[src/rtl/instr_encoder_pkg.sv]
// ---------------------------------------------------------------------------
// instr_encoder_pkg
//   Shared definitions for the instruction encoder:
//   - op_e      : 3-bit request op codes. The numbering matches the ALU-op
//                 constants used by the control decoder.
//   - OPC_*     : 6-bit MIPS primary opcodes for each supported op.
//   - state_e   : load-session state encoding.
//   - pack_iformat : assembles an I-format word {opcode, rs, rt, imm}.
// ---------------------------------------------------------------------------
package instr_encoder_pkg;

    typedef enum logic [2:0] {
        OP_R_TYPE  = 3'd0,
        OP_ADDI    = 3'd1,
        OP_SLTIU   = 3'd2,
        OP_BEQ     = 3'd3,
        OP_LUI     = 3'd4,
        OP_ORI     = 3'd5,
        OP_BNE     = 3'd6,
        OP_ILLEGAL = 3'd7
    } op_e;

    localparam logic [5:0] OPC_RTYPE = 6'b000000;
    localparam logic [5:0] OPC_ADDI  = 6'b001000;
    localparam logic [5:0] OPC_SLTIU = 6'b001011;
    localparam logic [5:0] OPC_BEQ   = 6'b000100;
    localparam logic [5:0] OPC_LUI   = 6'b001111;
    localparam logic [5:0] OPC_ORI   = 6'b001101;
    localparam logic [5:0] OPC_BNE   = 6'b000101;

    typedef enum logic [1:0] {
        ST_IDLE  = 2'd0,
        ST_LOAD  = 2'd1,
        ST_FLUSH = 2'd2,
        ST_DONE  = 2'd3
    } state_e;

    function automatic logic [31:0] pack_iformat(
        input logic [5:0]  opcode,
        input logic [4:0]  rs,
        input logic [4:0]  rt,
        input logic [15:0] imm
    );
        return {opcode, rs, rt, imm};
    endfunction

endpackage

[src/rtl/instr_encoder_word_pack.sv]
// ---------------------------------------------------------------------------
// instr_word_pack
//   Purely combinational: turns an op code plus instruction fields into a
//   32-bit MIPS word. Fields an op does not use are ignored.
//
//   Ports
//     op      in   3   request op code (op_e numbering)
//     rs      in   5   rs field
//     rt      in   5   rt field
//     rd      in   5   rd field (R-type only)
//     shamt   in   5   shift amount (R-type only)
//     funct   in   6   function field (R-type only)
//     imm     in  16   immediate / branch offset (I-format only)
//     word    out 32   encoded instruction word (zero when illegal)
//     illegal out  1   op code has no encoding
// ---------------------------------------------------------------------------
module instr_word_pack
    import instr_encoder_pkg::*;
(
    input  logic [2:0]  op,
    input  logic [4:0]  rs,
    input  logic [4:0]  rt,
    input  logic [4:0]  rd,
    input  logic [4:0]  shamt,
    input  logic [5:0]  funct,
    input  logic [15:0] imm,
    output logic [31:0] word,
    output logic        illegal
);

    // LUI has no source register, so its rs field is forced to zero even
    // when the request carries a non-zero value.
    always_comb begin
        word    = '0;
        illegal = 1'b0;
        case (op_e'(op))
            OP_R_TYPE: word = {OPC_RTYPE, rs, rt, rd, shamt, funct};
            OP_ADDI:   word = pack_iformat(OPC_ADDI,  rs,   rt, imm);
            OP_SLTIU:  word = pack_iformat(OPC_SLTIU, rs,   rt, imm);
            OP_BEQ:    word = pack_iformat(OPC_BEQ,   rs,   rt, imm);
            OP_LUI:    word = pack_iformat(OPC_LUI,   5'd0, rt, imm);
            OP_ORI:    word = pack_iformat(OPC_ORI,   rs,   rt, imm);
            OP_BNE:    word = pack_iformat(OPC_BNE,   rs,   rt, imm);
            default:   illegal = 1'b1;
        endcase
    end

endmodule

[src/rtl/instr_encoder.sv]
// ---------------------------------------------------------------------------
// instr_encoder
//   Accepts field-level instruction requests, encodes them into MIPS words
//   and writes them to consecutive word addresses of instruction memory,
//   starting from a base address given with start_i. Used to load a program
//   before the CPU leaves reset.
//
//   Parameters
//     DEPTH  instruction-memory capacity in words (bounds writes per session)
//     AW     width of the byte address driven to instruction memory
//
//   Ports
//     clk_i, rst_i          clock, synchronous active-high reset
//     start_i, base_addr_i  begin a session at base_addr_i (low 2 bits dropped)
//     req_valid_i/ready_o   request handshake
//     req_op_i .. req_imm_i request op code and instruction fields
//     req_last_i            final request of the session
//     im_we_o/addr_o/wdata_o registered write towards instruction memory
//     im_ready_i            memory takes the write this cycle
//     count_o               words written this session
//     busy_o                session in progress (LOAD or FLUSH)
//     done_o                one-cycle end-of-session pulse
//     err_o                 sticky illegal-op / overflow flag
// ---------------------------------------------------------------------------
module instr_encoder
    import instr_encoder_pkg::*;
#(
    parameter int DEPTH = 256,
    parameter int AW    = 32
) (
    input  logic                    clk_i,
    input  logic                    rst_i,
    input  logic                    start_i,
    input  logic [AW-1:0]           base_addr_i,
    input  logic                    req_valid_i,
    output logic                    req_ready_o,
    input  logic [2:0]              req_op_i,
    input  logic [4:0]              req_rs_i,
    input  logic [4:0]              req_rt_i,
    input  logic [4:0]              req_rd_i,
    input  logic [4:0]              req_shamt_i,
    input  logic [5:0]              req_funct_i,
    input  logic [15:0]             req_imm_i,
    input  logic                    req_last_i,
    output logic                    im_we_o,
    output logic [AW-1:0]           im_addr_o,
    output logic [31:0]             im_wdata_o,
    input  logic                    im_ready_i,
    output logic [$clog2(DEPTH):0]  count_o,
    output logic                    busy_o,
    output logic                    done_o,
    output logic                    err_o
);

    localparam int CW = $clog2(DEPTH) + 1;
    localparam logic [CW:0] DEPTH_LIMIT = DEPTH[CW:0];

    state_e          state_q;
    state_e          state_d;

    logic            pend_q;
    logic [AW-1:0]   addr_q;
    logic [31:0]     wdata_q;
    logic [CW-1:0]   count_q;
    logic            err_q;
    logic            ovf_q;

    logic [31:0]     pack_word;
    logic            pack_illegal;

    logic            session_start;
    logic            accept;
    logic            write_done;
    logic            has_room;
    logic            write_new;
    logic            drop_overflow;
    logic [CW:0]     committed;
    logic [1:0]      unused_base_bits;

    assign unused_base_bits = base_addr_i[1:0];

    instr_word_pack u_pack (
        .op      (req_op_i),
        .rs      (req_rs_i),
        .rt      (req_rt_i),
        .rd      (req_rd_i),
        .shamt   (req_shamt_i),
        .funct   (req_funct_i),
        .imm     (req_imm_i),
        .word    (pack_word),
        .illegal (pack_illegal)
    );

    // Words already written plus the one still waiting on memory. This sum
    // does not change when a pending write completes, so the room check is
    // valid in the same cycle as a completion.
    assign committed     = {1'b0, count_q} + {{CW{1'b0}}, pend_q};
    assign has_room      = committed < DEPTH_LIMIT;

    assign session_start = (state_q == ST_IDLE) && start_i;
    assign accept        = req_valid_i && req_ready_o;
    assign write_done    = pend_q && im_ready_i;
    assign write_new     = accept && !pack_illegal && !ovf_q && has_room;
    assign drop_overflow = accept && !pack_illegal && !ovf_q && !has_room;

    // Session state register.
    always_ff @(posedge clk_i) begin
        if (rst_i) begin
            state_q <= ST_IDLE;
        end else begin
            state_q <= state_d;
        end
    end

    // Next state and handshake/status outputs. Once overflow has been hit,
    // requests are swallowed regardless of the memory, so ready is forced
    // high until the last request arrives.
    always_comb begin
        state_d     = state_q;
        req_ready_o = 1'b0;
        busy_o      = 1'b0;
        done_o      = 1'b0;
        case (state_q)
            ST_IDLE: begin
                if (start_i) begin
                    state_d = ST_LOAD;
                end
            end
            ST_LOAD: begin
                busy_o      = 1'b1;
                req_ready_o = ovf_q || !pend_q || im_ready_i;
                if (req_valid_i && req_ready_o && req_last_i) begin
                    state_d = ST_FLUSH;
                end
            end
            ST_FLUSH: begin
                busy_o = 1'b1;
                if (!pend_q || im_ready_i) begin
                    state_d = ST_DONE;
                end
            end
            ST_DONE: begin
                done_o  = 1'b1;
                state_d = ST_IDLE;
            end
            default: begin
                state_d = ST_IDLE;
            end
        endcase
    end

    // Write register, address/count bookkeeping and error flags. The address
    // register always holds the address of the pending (or next) word, so a
    // request accepted in the cycle a write completes lands on the advanced
    // address with no bubble.
    always_ff @(posedge clk_i) begin
        if (rst_i) begin
            pend_q  <= 1'b0;
            addr_q  <= '0;
            wdata_q <= '0;
            count_q <= '0;
            err_q   <= 1'b0;
            ovf_q   <= 1'b0;
        end else if (session_start) begin
            addr_q  <= {base_addr_i[AW-1:2], 2'b00};
            count_q <= '0;
            err_q   <= 1'b0;
            ovf_q   <= 1'b0;
        end else begin
            if (write_done) begin
                addr_q  <= addr_q + AW'(4);
                count_q <= count_q + CW'(1);
            end
            if (write_new) begin
                pend_q  <= 1'b1;
                wdata_q <= pack_word;
            end else if (write_done) begin
                pend_q  <= 1'b0;
            end
            if ((accept && pack_illegal) || drop_overflow) begin
                err_q <= 1'b1;
            end
            if (drop_overflow) begin
                ovf_q <= 1'b1;
            end
        end
    end

    assign im_we_o    = pend_q;
    assign im_addr_o  = addr_q;
    assign im_wdata_o = wdata_q;
    assign count_o    = count_q;
    assign err_o      = err_q;

endmodule

[config.mk]
export PLATFORM = sky130hd
export DESIGN_NAME = instr_encoder
export DESIGN_NICKNAME = d
export VERILOG_FILES = /design/src/rtl/instr_encoder_pkg.sv /design/src/rtl/instr_encoder_word_pack.sv /design/src/rtl/instr_encoder.sv
export SDC_FILE = /design/constraint.sdc
export NUM_CORES = 1
export LEC_CHECK = 0
export CORE_ASPECT_RATIO = 1.1
export CORE_UTILIZATION = 38
export CTS_CLUSTER_DIAMETER = 60
export DETAILED_ROUTE_END_ITERATION = 12
export MAX_ROUTING_LAYER = met4
export PLACE_DENSITY = 0.72
export SLEW_MARGIN = 10
export SYNTH_ARGS = -nofsm -noshare
export SYNTH_HDL_FRONTEND = slang
export SYNTH_SLANG_ARGS = --single-unit
[constraint.sdc]
create_clock -name clk_i -period 2.3 [get_ports clk_i]
set_clock_uncertainty 0.15 [all_clocks]
set_input_delay 0.23 -clock clk_i [delete_from_list [all_inputs] [get_ports clk_i]]
set_output_delay 0.23 -clock clk_i [all_outputs]
set_load 0.02 [all_outputs]
Word level (Yosys, flattened, before mapping). Cells that the tools add are included.

$add $sub $neg: 3. $lt $le $gt $ge: 1. Equality and inequality tests: 12. Muxes and demuxes: 13. Bitwise gates (word level): 1. Reductions and logical operators: 27.

Operator list (number): one-hot mux 30 bit (7 select lines) (1); two-way mux 32 bit (2); adder 32 x 3 -> 32 bit (second input constant) (1); adder 9 x 1 -> 10 bit (1); logical AND 1 bit (10); less-than comparator 10 x 9 -> 1 bit (second input constant) (1); adder 9 x 1 -> 9 bit (second input constant) (1); equality test 3 bit (second input constant) (3); one-hot mux 2 bit (4 select lines) (1); OR reduction 7 bit (1); equality test 3 x 2 -> 1 bit (second input constant) (2); two-way mux 1 bit (6); two-way mux 2 bit (3); inequality test 2 bit (second input constant) (3); equality test 2 bit (second input constant) (2); logical OR 1 bit (4); AND reduction 2 bit (2); nonzero test 2 bit (2); OR reduction 2 bit (2); equality test 3 x 1 -> 1 bit (second input constant) (1); logical NOT 1 bit (3); logical NOT 3 bit (1); AND reduction 3 bit (1); equality test 2 x 1 -> 1 bit (second input constant) (1); 2 further kinds (2).

Register bits: 78. Logic and storage cells: 65.

Depth between registers and ports, before layout. Gate-level depths: netlist (run 1).

Depth after elaboration: 10. Depth in mapped cells: 8. Gate-level depth less buffers: 6.

Cells and area by module. A second synthesis (run 1) with hierarchy kept.

Cell total of the unflattened synthesis: 550. Area total of the unflattened synthesis: 4650.7 um^2.

Modules (own cells, without submodules): instr_encoder (times used 1, cells each 450, area each 3980.1 um^2); instr_word_pack (times used 1, cells each 100, area each 670.6 um^2).

Least setup slack after synthesis (run 1). Ideal clock, no wire load.

Path type: reg-to-reg. Start: register addr_q[2], in the netlist im_addr_o[2]. End: register addr_q[18], in the netlist im_addr_o[18]. Library setup time: 0.091 ns. Data arrival time: 2.055 ns. Required time: 2.059 ns. Path slack: 0.004 ns. Stages on the path, launching flop included: 7. Cells stage by stage: dfxtp_1 > ha_1 > nand2_1 > or4_1 > buf_2 > or4_1 > a311oi_1.

Cells in the longest elaborated chain, start to end: 3.

RTL lines: start, declared (RTL line instr_encoder.sv:62) `logic [AW-1:0] addr_q;`; start signal, assigned (RTL line instr_encoder.sv:165) `addr_q <= {base_addr_i[AW-1:2], 2'b00};`; start signal, assigned (RTL line instr_encoder.sv:171) `addr_q <= addr_q + AW'(4);`; adder 32 x 3 -> 32 bit (RTL line instr_encoder.sv:171); two-way mux 32 bit (RTL line instr_encoder.sv:170) `if (write_done) begin`; two-way mux 32 bit (RTL line instr_encoder.sv:164) `end else if (session_start) begin`.

No other way between the ends. The select of a mux whose other input is x is not followed. A chain may end at the register's enable or synchronous reset.

Worst setup path after layout (run 1).
Start: register state_q[0]. End: output port busy_o.

Cells in the longest elaborated chain, start to end: 3.

RTL lines: start, declared (RTL line instr_encoder.sv:58) `state_e state_q;`; start signal, assigned (RTL line instr_encoder.sv:111) `state_q <= state_d;`; equality test 2 bit or equality test 2 x 1 -> 1 bit (tied branches) (RTL line instr_encoder.sv:123) `case (state_q)`; OR reduction 2 bit (no source line) *; two-way mux 1 bit * (RTL line instr_encoder.sv:123); end, declared (RTL line instr_encoder.sv:50) `output logic busy_o,`.

Mark *: on every way between the ends. The rest lies on a longest branch, timed or not.

==> impl_metrics.tcl, run 1 <==
set metrics [dict create \
    overflow 0 \
    clk_pin_slew_ps 60 \
    hold_violations 0 \
    intPower_mw 3.42 \
    wl_per_cell_um 15.1 \
    worstPathArrival_ps 1800 \
    cts-root-buf "clkbuf_16" \
    power_frac_comb 0.360 \
    slew_headroom 0.305 \
    fmax_mhz 458 \
    clk_path_buf_depth 2 \
    period_minus_slack_ps 2180 \
    synth_ff_type "dfxtp_1" \
    p_clk_frac 0.291 \
    drv_cap 0 \
    tightest_slew_ps 1040 \
    crit_chain "inv_1 > ha_1 > clkdlybuf4s50_1" \
    synth_xor_area_frac 0.0392 \
    vdd_drop_max_v 0.000370 \
    syn_inst 493 \
    whs_ps 301 \
    crit_path_start_kind "register" \
    h-tree-depth 3 \
    synth-compound-area-share 0.157 \
    synth_cell_types 55 \
    stdcell_count 806 \
    rsz0062_at_grt "no" \
    post_synth.cell_area_avg_um2 8.17 \
    track_usage 0.232 \
    drive_above_1_share 0.115 \
    synthSimpleGateAreaFrac 0.267 \
    final_common_cell "clkdlybuf4s50_1" \
    vias_per_cell 5.33 \
    slew_viol_final 0 \
    grt_pass1_vias 4176 \
    p_leak_nw 2.15 \
    die_x_um 100 \
    p_seq_frac 0.348 \
    post-route-util 0.601 \
    start_util 0.389 \
    crit_path_end_kind "output port" \
    finalSetupTns_ps 0 \
    gp_congestion 0.815 \
    clk_latency_ps 330 \
    vias 4293 \
    reg2reg_setup_slack_ps 120 \
    drt-initial-drc-count 149 \
    dr.pass1.iters 6 \
    cp_slowest_cell "clkdlybuf4s50_1" \
    async_flop_share 0 \
    crit_required_ps 1920 \
    nets 748 \
    antenna_found_initial 0 \
    dp.final_hpwl_um 8880 \
    setup_viol 0 \
    synth_top_family_by_area "simple AND/OR/NAND/NOR gates" \
    ys_warn_count 0 \
    layout_common_cells "clkdlybuf4s50_1 (153), dfxtp_1 (74), nand2_1 (65)" \
    placed_cells 789 \
    crit_fanout 4 \
    fp.coreArea_mm2 0.0103 \
    port_buffers 154 \
    synth_mux_area_frac 0.0870 \
    holdCritPathClass "reg -> reg" \
    cellPowerDensity_mw_per_mm2 841 \
    num_rows 39 \
    synth_fa_ha_area_frac 0.0218 \
    ys_ff_latch 74 \
    numCtsBuffers 9 \
    antenna_cells 0 \
    switching_share 0.345 \
    drcViolationCount 0 \
    ios 161 \
    ys_seq_area_frac 0.368 \
    cts_hold_buffers 0 \
    cts_sinks 74 \
    area_growth_syn_to_layout_pct 54.5 \
    cts_tree "done" \
    fin_crit_sh 0.950 \
    total_power_mw 5.23 \
    worstSetupPathType "reg -> out" \
    critPathMaxStageDelay_ps 660 \
    switchingPower_mw 1.81 \
    status "completed" \
    die_y_um 110 \
    routed_wl_um 12200 \
    antenna_left 0 \
    syn_area_mm2 0.00403 \
    grt_pass1_wl_um 19800 \
    grt_max_degree 60 \
    die_area_mm2 0.0110 \
    synth_edf_count 0 \
]
==> what timing repair did <==
item	in CTS	in global routing
endpoints found under the setup margin	1	13
buffers inserted	0	1
pin swaps	0	1
resized for setup	1	3
gates cloned	0	0
==> cells in the mapped netlist (12+ instances only) <==
library cell,number,area share
mux2_2,15,0.042
nand4_1,20,0.031
inv_1,17,0.016
a21oi_1,14,0.017
o21ai_0,27,0.034
a311oi_1,12,0.026
dfxtp_1,74,0.37
nor3_1,16,0.020
nand3_1,27,0.034
mux2i_1,17,0.042
nor2_1,28,0.026
nand2_1,65,0.061
clkbuf_1,23,0.021
==> area by class of cell <==
class / count / area, um2
fillers: 938 / 4130
repair buffers: 189 / 1840
well taps: 143 / 179
clock buffers: 11 / 243
clock inverters: 5 / 77.6
flip-flops and latches: 74 / 1480
multi-input cells: 367 / 2330
inverters: 17 / 63.8
==> power groups by stage <==
stage | Combinational [mW] | Sequential, mW | Clock [mW]
floorplan | 0.739 | 2.06 | 0
global placement | 1.85 | 1.83 | 0
detailed placement | 1.88 | 1.84 | 0
CTS | 1.88 | 1.82 | 1.55
global route | 2.03 | 1.87 | 1.61
finish | 1.88 | 1.82 | 1.52
==> critical path: cells and delay by family, from the launching register on <==
family | cells | cell delay (ps)
fa+ha+maj | 1 | 320
buf+inv | 2 | 760
flops | 1 | 390
==> worst paths after layout <==
check	from	endpoint	cells after the start
worst max-delay path	state_q[0]	busy_o	3
worst min-delay path	im_wdata_o[16]	im_wdata_o[16]	2
worst max register to register	im_addr_o[3]	im_addr_o[16]	5
worst min register to register	im_wdata_o[16]	im_wdata_o[16]	2
==> registers in the layout, indices dropped and copies added, names as in the netlist <==
signal / count
count_o: 9
im_wdata_o: 30
im_we_o: 1
ovf_q: 1
im_addr_o: 30
state_q: 2
err_o: 1
==> through the flow <==
step	setup WS, ps	cell area, um2
after floorplan	4.15	4040
after global placement	-45.0	5880
after detailed placement	-86.8	5880
after CTS	56.8	6200
after global routing	21.8	6220
final	115	6220
==> per-layer routing <==
layer | vias to the layer above | share of wire | GRT usage
li1 | 2121 | - | -
met4 | 0 | 0.012 | 0.0694
met1 | 1990 | 0.43 | 0.269
met5 | - | 0 | -
met3 | 14 | 0.073 | 0.0502
met2 | 168 | 0.49 | 0.404
==> logic make-up after synthesis <==
kind of cell,Yosys count
muxes,33
buffers and inverters,55
DFF,74
adders and majority gates,7
and+or+nand+nor,208
xor gates and xnor gates,18
AOI/OAI and AO/OA,97
other,1
Note: power is estimated with default switching activity, not from simulation.
==> run 2: changes to the inputs <==
--- a/config.mk
+++ b/config.mk
@@ -9,8 +9,8 @@
 export CORE_UTILIZATION = 38
 export CTS_CLUSTER_DIAMETER = 60
 export DETAILED_ROUTE_END_ITERATION = 12
+export DONT_BUFFER_PORTS = 1
 export MAX_ROUTING_LAYER = met4
-export PLACE_DENSITY = 0.72
 export SLEW_MARGIN = 10
 export SYNTH_ARGS = -nofsm -noshare
 export SYNTH_HDL_FRONTEND = slang
==> run 2 against run 1 <==
- clock power up 14%
- non-clock buffer count shrank 110
- maximum frequency fell by 0.66%
- final cell count is 14% lower
- register-to-register slack about the same
- critical endpoint is now im_addr_o[16]
- largest power group is now sequential cells
==> impl_metrics.tcl, run 2 (synthesis gave the netlist of run 1 again) <==
set metrics [dict create \
    drv_cap 0 \
    path_delay_family "simple AND/OR/NAND/NOR gates" \
    wl_per_cell_um 16.7 \
    met3_length_um 881 \
    setup_viol 0 \
    cts_sinks 74 \
    worstSetupPathType "reg -> reg" \
    antenna_left 0 \
    drive_above_1_share 0.154 \
    dr.pass1.iters 4 \
    overflow 0 \
    crit_required_ps 2380 \
    numCtsBuffers 9 \
    finalSetupTns_ps 0 \
    top_layer_used "met4" \
    vias_per_cell 5.60 \
    p_leak_nw 1.79 \
    holdCritPathClass "in -> reg" \
    fin_crit_sh 0.956 \
    critPathMaxStageDelay_ps 640 \
    drt-met1-wl_um 4820 \
    die_area_mm2 0.0110 \
    drt-initial-drc-count 177 \
    wl_met2_um 5840 \
    clk_path_buf_depth 2 \
    vias 3896 \
    die_x_um 100 \
    antenna_cells 0 \
    fp.coreArea_mm2 0.0103 \
    slew_viol_final 0 \
    post-route-util 0.496 \
    crit_fanout 7 \
    cp_common_cell "or4_1" \
    ios 161 \
    crit_chain "ha_1 > nand2_1 > or4_1 > or4_1 > a311oi_1" \
    h-tree-depth 3 \
    track_usage 0.214 \
    worstPathArrival_ps 2280 \
    layout_common_cells "dfxtp_1 (74), nand2_1 (64), buf_4 (41)" \
    total_power_mw 4.99 \
    final_common_cell "dfxtp_1" \
    slew_headroom 0.264 \
    period_minus_slack_ps 2200 \
    clk_pin_slew_ps 60 \
    drcViolationCount 0 \
    fmax_mhz 455 \
    post-cts-setup-buffer-count 0 \
    dp.final_hpwl_um 8030 \
    start_util 0.389 \
    cts-root-buf "clkbuf_16" \
    tightest_slew_ps 1100 \
    area_growth_syn_to_layout_pct 27.4 \
    antenna_found_initial 0 \
    rsz0062_at_grt "no" \
    status "completed" \
    clk_latency_ps 330 \
    crit_path_end_kind "register" \
    vdd_drop_max_v 0.000497 \
    port_buffers 0 \
    cp_slowest_cell "or4_1" \
    hold_violations 0 \
    die_y_um 110 \
    grt_pass1_vias 3779 \
    cellPowerDensity_mw_per_mm2 973 \
    gp_congestion 0.778 \
    routed_wl_um 11700 \
    crit_path_start_kind "register" \
    grt_pass1_wl_um 18000 \
    nFillCells 1007 \
    cts_tree "done" \
    grt_max_degree 25 \
    num_rows 39 \
    nets 638 \
    crit_buf_inv 0 \
]
==> run 2: changes by cell type in the layout (fill, tap and decap cells not counted), sizes merged <==
| cell | delta |
|---|---|
| buf | +8 |
| dlygate4sd2 | -1 |
| bufinv | +2 |
| clkbuf | -2 |
| dlygate4sd3 | +36 |
| clkdlybuf4s50 | -153 |
==> run 2: routing by layer <==
| layer | track usage | up-vias |
|---|---|---|
| li1 | - | 1909 |
| met1 | 0.234 | 1830 |
| met2 | 0.374 | 147 |
| met3 | 0.0655 | 10 |
| met4 | 0.0611 | 0 |
| met5 | - | - |
==> run 2: area by class of cell <==
| cell class | instances | area [um2] | area share |
|---|---|---|---|
| repair buffers | 79 | 708 | 0.138 |
| multi-input cells | 367 | 2330 | 0.454 |
| clock buffers | 9 | 225 | 0.0439 |
| flip-flops and latches | 74 | 1480 | 0.289 |
| inverters | 17 | 63.8 | 0.0124 |
| well taps | 143 | 179 | 0.0349 |
| clock inverters | 7 | 141 | 0.0276 |
==> run 2: power breakdown <==
| part | switching, mW | leakage [nW] | internal (mW) |
|---|---|---|---|
| Sequential | 0.425 | 0.604 | 1.52 |
| Combinational | 0.770 | 1.01 | 0.534 |
| Clock | 0.567 | 0.176 | 1.17 |
| Total | 1.76 | 1.79 | 3.23 |
==> run 2: final timing paths <==
path	startpoint	end	slack, ps	depth (start not counted)
worst min register to register	state_q[1]	state_q[1]	360	2
worst max register to register	im_addr_o[2]	im_addr_o[16]	100	5
worst min-delay path	base_addr_i[23]	im_addr_o[23]	6	2
worst max-delay path	im_addr_o[2]	im_addr_o[16]	100	5
==> run 2: repair_timing <==
item	4_1_cts	5_1_grt
hold buffers	36	0
setup endpoints to repair	0	2
gates resized for setup	0	2
hold endpoints to repair	45	0
==> run 2: per-stage QoR <==
step                setup slack, ps  cells  hold WS (ps)  cell area [um2]
floorplan                      4.15    496           223             4040
global placement                169    644           155             4390
detailed placement              135    644           156             4390
CTS                             109    696          1.62             5120
global route                   20.5    696          15.0             5130
finish                          101    696          5.51             5130
